## src/rtl/mem_arbiter.sv

```systemverilog
// Unified RAM port arbiter between instruction fetch and data access; data wins by default.
// Define ARB_FAIRNESS_EN to let a starved fetch win one grant after STARVE_LIMIT data grants.
module mem_arbiter #(
    parameter int unsigned STARVE_LIMIT = 4
) (
    input  logic        CLK,
    input  logic        nRST,
    input  logic        iREN,
    input  logic [31:0] iaddr,
    output logic [31:0] iload,
    output logic        iwait,
    input  logic        dREN,
    input  logic        dWEN,
    input  logic [31:0] daddr,
    input  logic [31:0] dstore,
    output logic [31:0] dload,
    output logic        dwait,
    output logic        ramREN,
    output logic        ramWEN,
    output logic [31:0] ramaddr,
    output logic [31:0] ramstore,
    input  logic [31:0] ramload,
    input  logic [1:0]  ramstate,
    output logic        arb_err
);

    typedef enum logic [1:0] {Idle, IGrant, DGrant} state_t;

    localparam logic [1:0] RamAccess = 2'd2;
    localparam logic [1:0] RamError  = 2'd3;

    // The 3-bit starve counter saturates at 7, so a larger limit could never trigger.
    if (STARVE_LIMIT > 7) begin : gBadLimit
        $error("mem_arbiter: STARVE_LIMIT must not exceed 7");
    end

    state_t stateQ, stateD, arbState;
    logic   errQ, errD;
    logic   dReq, dDone, iDone, favourFetch;

    assign dReq  = dREN | dWEN;
    assign dDone = (stateQ == DGrant) && dReq && (ramstate == RamAccess);
    assign iDone = (stateQ == IGrant) && iREN && (ramstate == RamAccess);

`ifdef ARB_FAIRNESS_EN
    logic [2:0] starveQ, starveD;

    always_comb begin
        starveD = starveQ;
        if (dDone) begin
            starveD = iREN ? ((starveQ == 3'd7) ? 3'd7 : starveQ + 3'd1) : 3'd0;
        end else if (iDone) begin
            starveD = 3'd0;
        end
    end

    // Uses the post-completion count so the grant after the limit-reaching access goes to fetch.
    assign favourFetch = (32'(starveD) >= STARVE_LIMIT);

    always_ff @(posedge CLK or negedge nRST) begin
        if (!nRST) begin
            starveQ <= 3'd0;
        end else begin
            starveQ <= starveD;
        end
    end
`else
    assign favourFetch = 1'b0;
`endif

    always_comb begin
        arbState = Idle;
        if (favourFetch && iREN) begin
            arbState = IGrant;
        end else if (dReq) begin
            arbState = DGrant;
        end else if (iREN) begin
            arbState = IGrant;
        end
    end

    // Completion and withdrawal both re-arbitrate so back-to-back grants have no bubble.
    always_comb begin
        stateD = stateQ;
        unique case (stateQ)
            Idle:    stateD = arbState;
            DGrant:  if (!dReq || ramstate == RamAccess) stateD = arbState;
            IGrant:  if (!iREN || ramstate == RamAccess) stateD = arbState;
            default: stateD = Idle;
        endcase
    end

    always_comb begin
        errD = errQ;
        if (stateQ == DGrant && dREN && dWEN) errD = 1'b1;
        if (stateQ != Idle && ramstate == RamError) errD = 1'b1;
    end

    always_comb begin
        ramREN   = 1'b0;
        ramWEN   = 1'b0;
        ramaddr  = 32'h0;
        ramstore = 32'h0;
        iwait    = iREN;
        dwait    = dReq;
        iload    = 32'h0;
        dload    = 32'h0;
        unique case (stateQ)
            DGrant: begin
                ramaddr  = daddr;
                ramstore = dstore;
                ramWEN   = dWEN;
                ramREN   = dREN & ~dWEN;
                if (dDone) begin
                    dwait = 1'b0;
                    dload = ramload;
                end
            end
            IGrant: begin
                ramaddr = iaddr;
                ramREN  = iREN;
                if (iDone) begin
                    iwait = 1'b0;
                    iload = ramload;
                end
            end
            default: ;
        endcase
    end

    always_ff @(posedge CLK or negedge nRST) begin
        if (!nRST) begin
            stateQ <= Idle;
            errQ   <= 1'b0;
        end else begin
            stateQ <= stateD;
            errQ   <= errD;
        end
    end

    assign arb_err = errQ;

endmodule
```

## config.mk

```make
export PLATFORM = sky130hd
export DESIGN_NAME = mem_arbiter
export DESIGN_NICKNAME = d
export VERILOG_FILES = /design/src/rtl/mem_arbiter.sv
export SDC_FILE = /design/constraint.sdc
export NUM_CORES = 1
export LEC_CHECK = 0
export CAP_MARGIN = 5
export CORE_AREA = 2 2 104 106
export DETAILED_ROUTE_END_ITERATION = 8
export DIE_AREA = 0 0 106 108
export GPL_TIMING_DRIVEN = 0
export MAX_ROUTING_LAYER = met4
export PLACE_DENSITY = 0.69
export SLEW_MARGIN = 25
export SYNTH_ARGS = -nofsm -noshare
export SYNTH_HDL_FRONTEND = slang
export SYNTH_SLANG_ARGS = --single-unit
```

## constraint.sdc

```tcl
create_clock -name CLK -period 4.4 [get_ports CLK]
set_clock_uncertainty 0.15 [all_clocks]
set_input_delay 0.66 -clock CLK [delete_from_list [all_inputs] [get_ports CLK]]
set_output_delay 0.66 -clock CLK [all_outputs]
set_load 0.005 [all_outputs]
```

---- Yosys cells after proc, flatten, opt, wreduce, memory -nomap -nowiden ----
Cells that the tools add are included.
cells by class
  reductions and logical operators ........ 15
  bitwise operators ....................... 3
  multiplexer cells ....................... 19
  equality and inequality tests ........... 6
operators by type and width
  operator                                                                  count
  32-bit two-way mux                                                        5
  32-bit case mux with 2 select lines                                       1
  1-bit two-way mux                                                         8
  1-bit logical AND                                                         7
  2-bit == test (second input constant)                                     3
  2-bit two-way mux                                                         3
  2-bit case mux with 3 select lines                                        1
  2-bit by 1-bit inequality test with 1-bit output (second input constant)  2
  2-bit nonzero test                                                        2
  2-bit by 1-bit == test with 1-bit output (second input constant)          1
  1-bit zero test                                                           2
  2-bit zero test                                                           1
  1-bit logical OR                                                          2
  1-bit case mux with 2 select lines                                        1
  2-bit AND reduction                                                       1
  1-bit AND                                                                 1
  1-bit inverter                                                            1
  1-bit bitwise OR                                                          1
word-level totals
  bits in registers ....................... 3
  word-level logic and storage cells ...... 45
  output and inout bits ................... 133
  bits of input ports ..................... 135

---- Logic depth before layout (Yosys ltp) ----
  depth in word-level cells ............... 5
  mapped depth ............................ 6
  depth with buffers taken out ............ 5

---- Least setup slack after synthesis ----
OpenSTA, ideal clock, no wires.
  path kind ............................... in2out
  from .................................... input port dWEN
  to ...................................... output port dload[11]
  data required time ...................... 3.590 ns
  arrival ................................. 1.352 ns
  slack ................................... 2.238 ns
  path buffers ............................ 1
  stages on the path ...................... 4
  cell sequence ........................... or2_1 -> and3_4 -> buf_6 -> and2_1
on the way
  longest elaborated chain between the ends .. 5
RTL lines
  item                             RTL line  RTL
  from (decl)                      13        input logic dWEN,
  1-bit bitwise OR                 41        assign dReq = dREN | dWEN;
  1-bit logical AND (2 in series)  42        assign dDone = (stateQ == DGrant) && dReq && (ramstate == RamAccess);
  32-bit two-way mux               114       if (dDone) begin
  32-bit two-way mux               108       unique case (stateQ)
  to (decl)                        16        output logic [31:0] dload,
Every way passes these cells.

---- Worst setup path in the final report ----
  from .................................... input port ramstate[0]
  to ...................................... output port iload[13]
on the way
  longest elaborated chain between the ends .. 4
RTL lines
  item                RTL line  RTL
  from (decl)         23        input logic [1:0] ramstate,
  2-bit == test       43        assign iDone = (stateQ == IGrant) && iREN && (ramstate == RamAccess);
  1-bit logical AND   43
  32-bit two-way mux  122       if (iDone) begin
  32-bit two-way mux  108
  to (decl)           10        output logic [31:0] iload,
Every way passes these cells.

==> impl_results.md <==
- Status: finished, final reports clean
- CP arrival: 2.53 ns
- Maximum clock insertion buffer count: 2
- R2R Path End: stateQ[1]
- DP Worst Slack: 1.01 ns
- Worst min path class: reg -> reg
- FMAX: 0.300 GHz
- Combinational Power Share: 88.9%
- P_int: 0.709 mW
- Num rows: 37
- Worst Path Max Fanout: 10
- Static leakage: 1.62 nW
- Setup CP Type: in -> out
- Relative slew slack: 65.7%
- Antenna viol nets, final: 0
- Final hold vios: 0
- Switching power: 0.406 mW
- # fillers: 1028
- Post-cts sizing count: 0
- Sw Ratio: 36.4%
- Die Wd: 106 um
- First-pass DRT Iterations: 4
- Setup total negative slack: 0 ns
- Gr ovfl total: 0
- Worst setup SP type: input port
- CTS Hold Bufs: 0
- Final WL: 8940 um
- Sequential share of power: 3.7%
- CP endpoint kind: primary output
- R2R Setup Slk: 2.82 ns
- Post-layout util: 42.5%
- Number of global-route vias before repair: 2675
- Postcts setup bufs: 0
- Synth cell types: 25
- Clock share of power: 7.4%
- GP Congestion: 0.764
- Inserted Diodes: 0
- Clock latency on the worst-skew pair: 0.22 ns
- Die height: 108 um
- Global-route wire length before repair: 13300 um
- Crit path to: iload[13]
- Max VDD drop: 0.000158 V
- Final instance area: 0.00434 mm^2
- Die Area: 0.0114 mm^2
- Mapped Avg Cell Area: 6.77 um^2
- Pwr dens: 256 mW/mm^2
- RR Startpoint: stateQ[1]
- DRC: 0
- Crit path launch: ramstate[0]
- # IOs: 268
- Area of the multi-input gates: 0.00127 mm^2
- Starting Density: 14.2%
- Maxcap violations: 0
- Slew @ Worst Pin: 0.515 ns
- Worst-path clk slew: 0.03 ns
- Clock Root Buffer: clkbuf_8
- Routed WL per cell: 14.4 um
- CORE AREA: 0.0102 mm^2
- Antenna violations before repair: 0
- Min Clock Period, post-route: 3.34 ns
- DPL Wire Length: 7930 um
- Via density: 4.08
- Sequential-to-total area share from yosys stat: 5.15%
- TritonCTS buffer count: 3
- Reg area: 75.1 um^2
- Tcrit/Tclk final: 75.8%
- Mapped cell area: 0.00146 mm^2
- Worst Path Required: 3.59 ns
- RSZ-0062 raised after global routing: false
- H-tree levels: 1
- Fin. max-slew vios: 0
- Total global routing track utilization: 14.7%
- Min Hold Slack: 0.341 ns
- Final #Nets: 628
- Mapped Cells: 215
- Post-Syn Nets: 356
- YS warnings: 0
- P&R area growth vs syn: 198%
- Hold path depth: 1
- Port bufs: 267
- Largest net degree at the start of global routing: 11
- CTS tree: built
- Post-DP Area: 0.00430 mm^2
- Fraction of layout instances using a drive strength above 1: 3.50%
- Setup Viol. Count Final: 0
- Num Clock Sinks: 3
- #FFs+latches synth: 3
- Reg2Reg Depth: 5
- Routed vias: 2540
- Initial DRC count: 65
- Post-route setup slack: 1.06 ns
==> critical path: stages <==
cell	delay, ns
clkdlybuf4s50_1	0.44
nand2b_2	0.21
nor2_1	0.29
buf_2	0.24
and2_1	0.17
clkdlybuf4s50_1	0.51
==> synthesized netlist by cell type <==
cell type / n / area (um^2)
and2_1: 96 / 601
o21ai_0: 1 / 5.00
nor2_1: 4 / 15.0
buf_1: 2 / 7.51
a311o_1: 1 / 10.0
and3_4: 1 / 11.3
inv_1: 3 / 11.3
a21oi_1: 2 / 10.0
o32ai_1: 1 / 8.76
a21boi_0: 2 / 15.0
and2b_2: 1 / 8.76
and2_4: 2 / 17.5
nand3_1: 1 / 5.00
nor2b_1: 32 / 200
o31ai_1: 1 / 7.51
nand2_1: 4 / 15.0
nand2b_2: 1 / 8.76
ha_1: 6 / 75.1
buf_2: 6 / 30.0
a22oi_1: 32 / 240
or2_1: 1 / 6.26
clkbuf_1: 8 / 30.0
o2111ai_1: 1 / 8.76
buf_6: 3 / 33.8
dfrtp_1: 3 / 75.1
==> per-stage QoR <==
step	instances	power [mW]
final	622	1.11
after global routing	622	1.21
after CTS	622	1.13
after detailed placement	618	1.04
after global placement	618	1.03
after floorplan	215	0.435
==> cell families (layout without fill, tap and decap cells) <==
logic type / count (synthesis) / in the layout / synth area share, %
compound gates: 41 / 41 / 21.0
fa+ha+maj: 6 / 6 / 5.15
buf+inv: 22 / 293 / 7.73
flops: 3 / 3 / 5.15
simple gates: 143 / 143 / 61.0
==> metal layers <==
layer,track usage [%],vias to the layer above,routed length (um)
li1,-,1257,-
met1,14.1,1123,3150
met2,30.6,153,5030
met3,2.71,7,698
met4,2.16,0,66
met5,-,-,0
==> how the worst min path moves through the flow <==
stage,startpoint,end
finish,arb_err,arb_err
global route,arb_err,arb_err
CTS,arb_err,arb_err
detailed placement,arb_err,arb_err
global placement,arb_err,arb_err
floorplan,nRST,arb_err
==> power by group through the flow <==
stage	Combinational [mW]	Clock, mW	Sequential, mW
final	0.991	0.0820	0.0414
after global routing	1.08	0.0860	0.0419
after CTS	1.01	0.0836	0.0414
after detailed placement	1.00	0	0.0413
after global placement	0.992	0	0.0409
after floorplan	0.396	0	0.0392
==> sequential cells by signal, summed over array words and instances, names as in the netlist <==
register	cells
arb_err	1
stateQ	2
==> layout make-up <==
class                   instances  area share (%)
repair buffers                267            61.5
multi-input cells             190            29.2
well taps                     136            3.92
plain buffers                  19            2.33
flip-flops and latches          3            1.73
clock buffers                   4            1.04
inverters                       3           0.259
==> cells in the final DEF, fill, tap and decap left out, drive strengths merged <==
cell type / count
nand2b: 1
a21boi: 2
nand3: 1
dfrtp: 3
and2b: 1
o2111ai: 1
or2: 1
and3: 1
o31ai: 1
clkbuf: 12
buf: 11
inv: 3
nor2b: 32
o32ai: 1
a21oi: 2
nor2: 4
a311o: 1
o21ai: 1
nand2: 4
a22oi: 32
and2: 98
ha: 6
clkdlybuf4s50: 267
(Power assumes the default switching activity.)
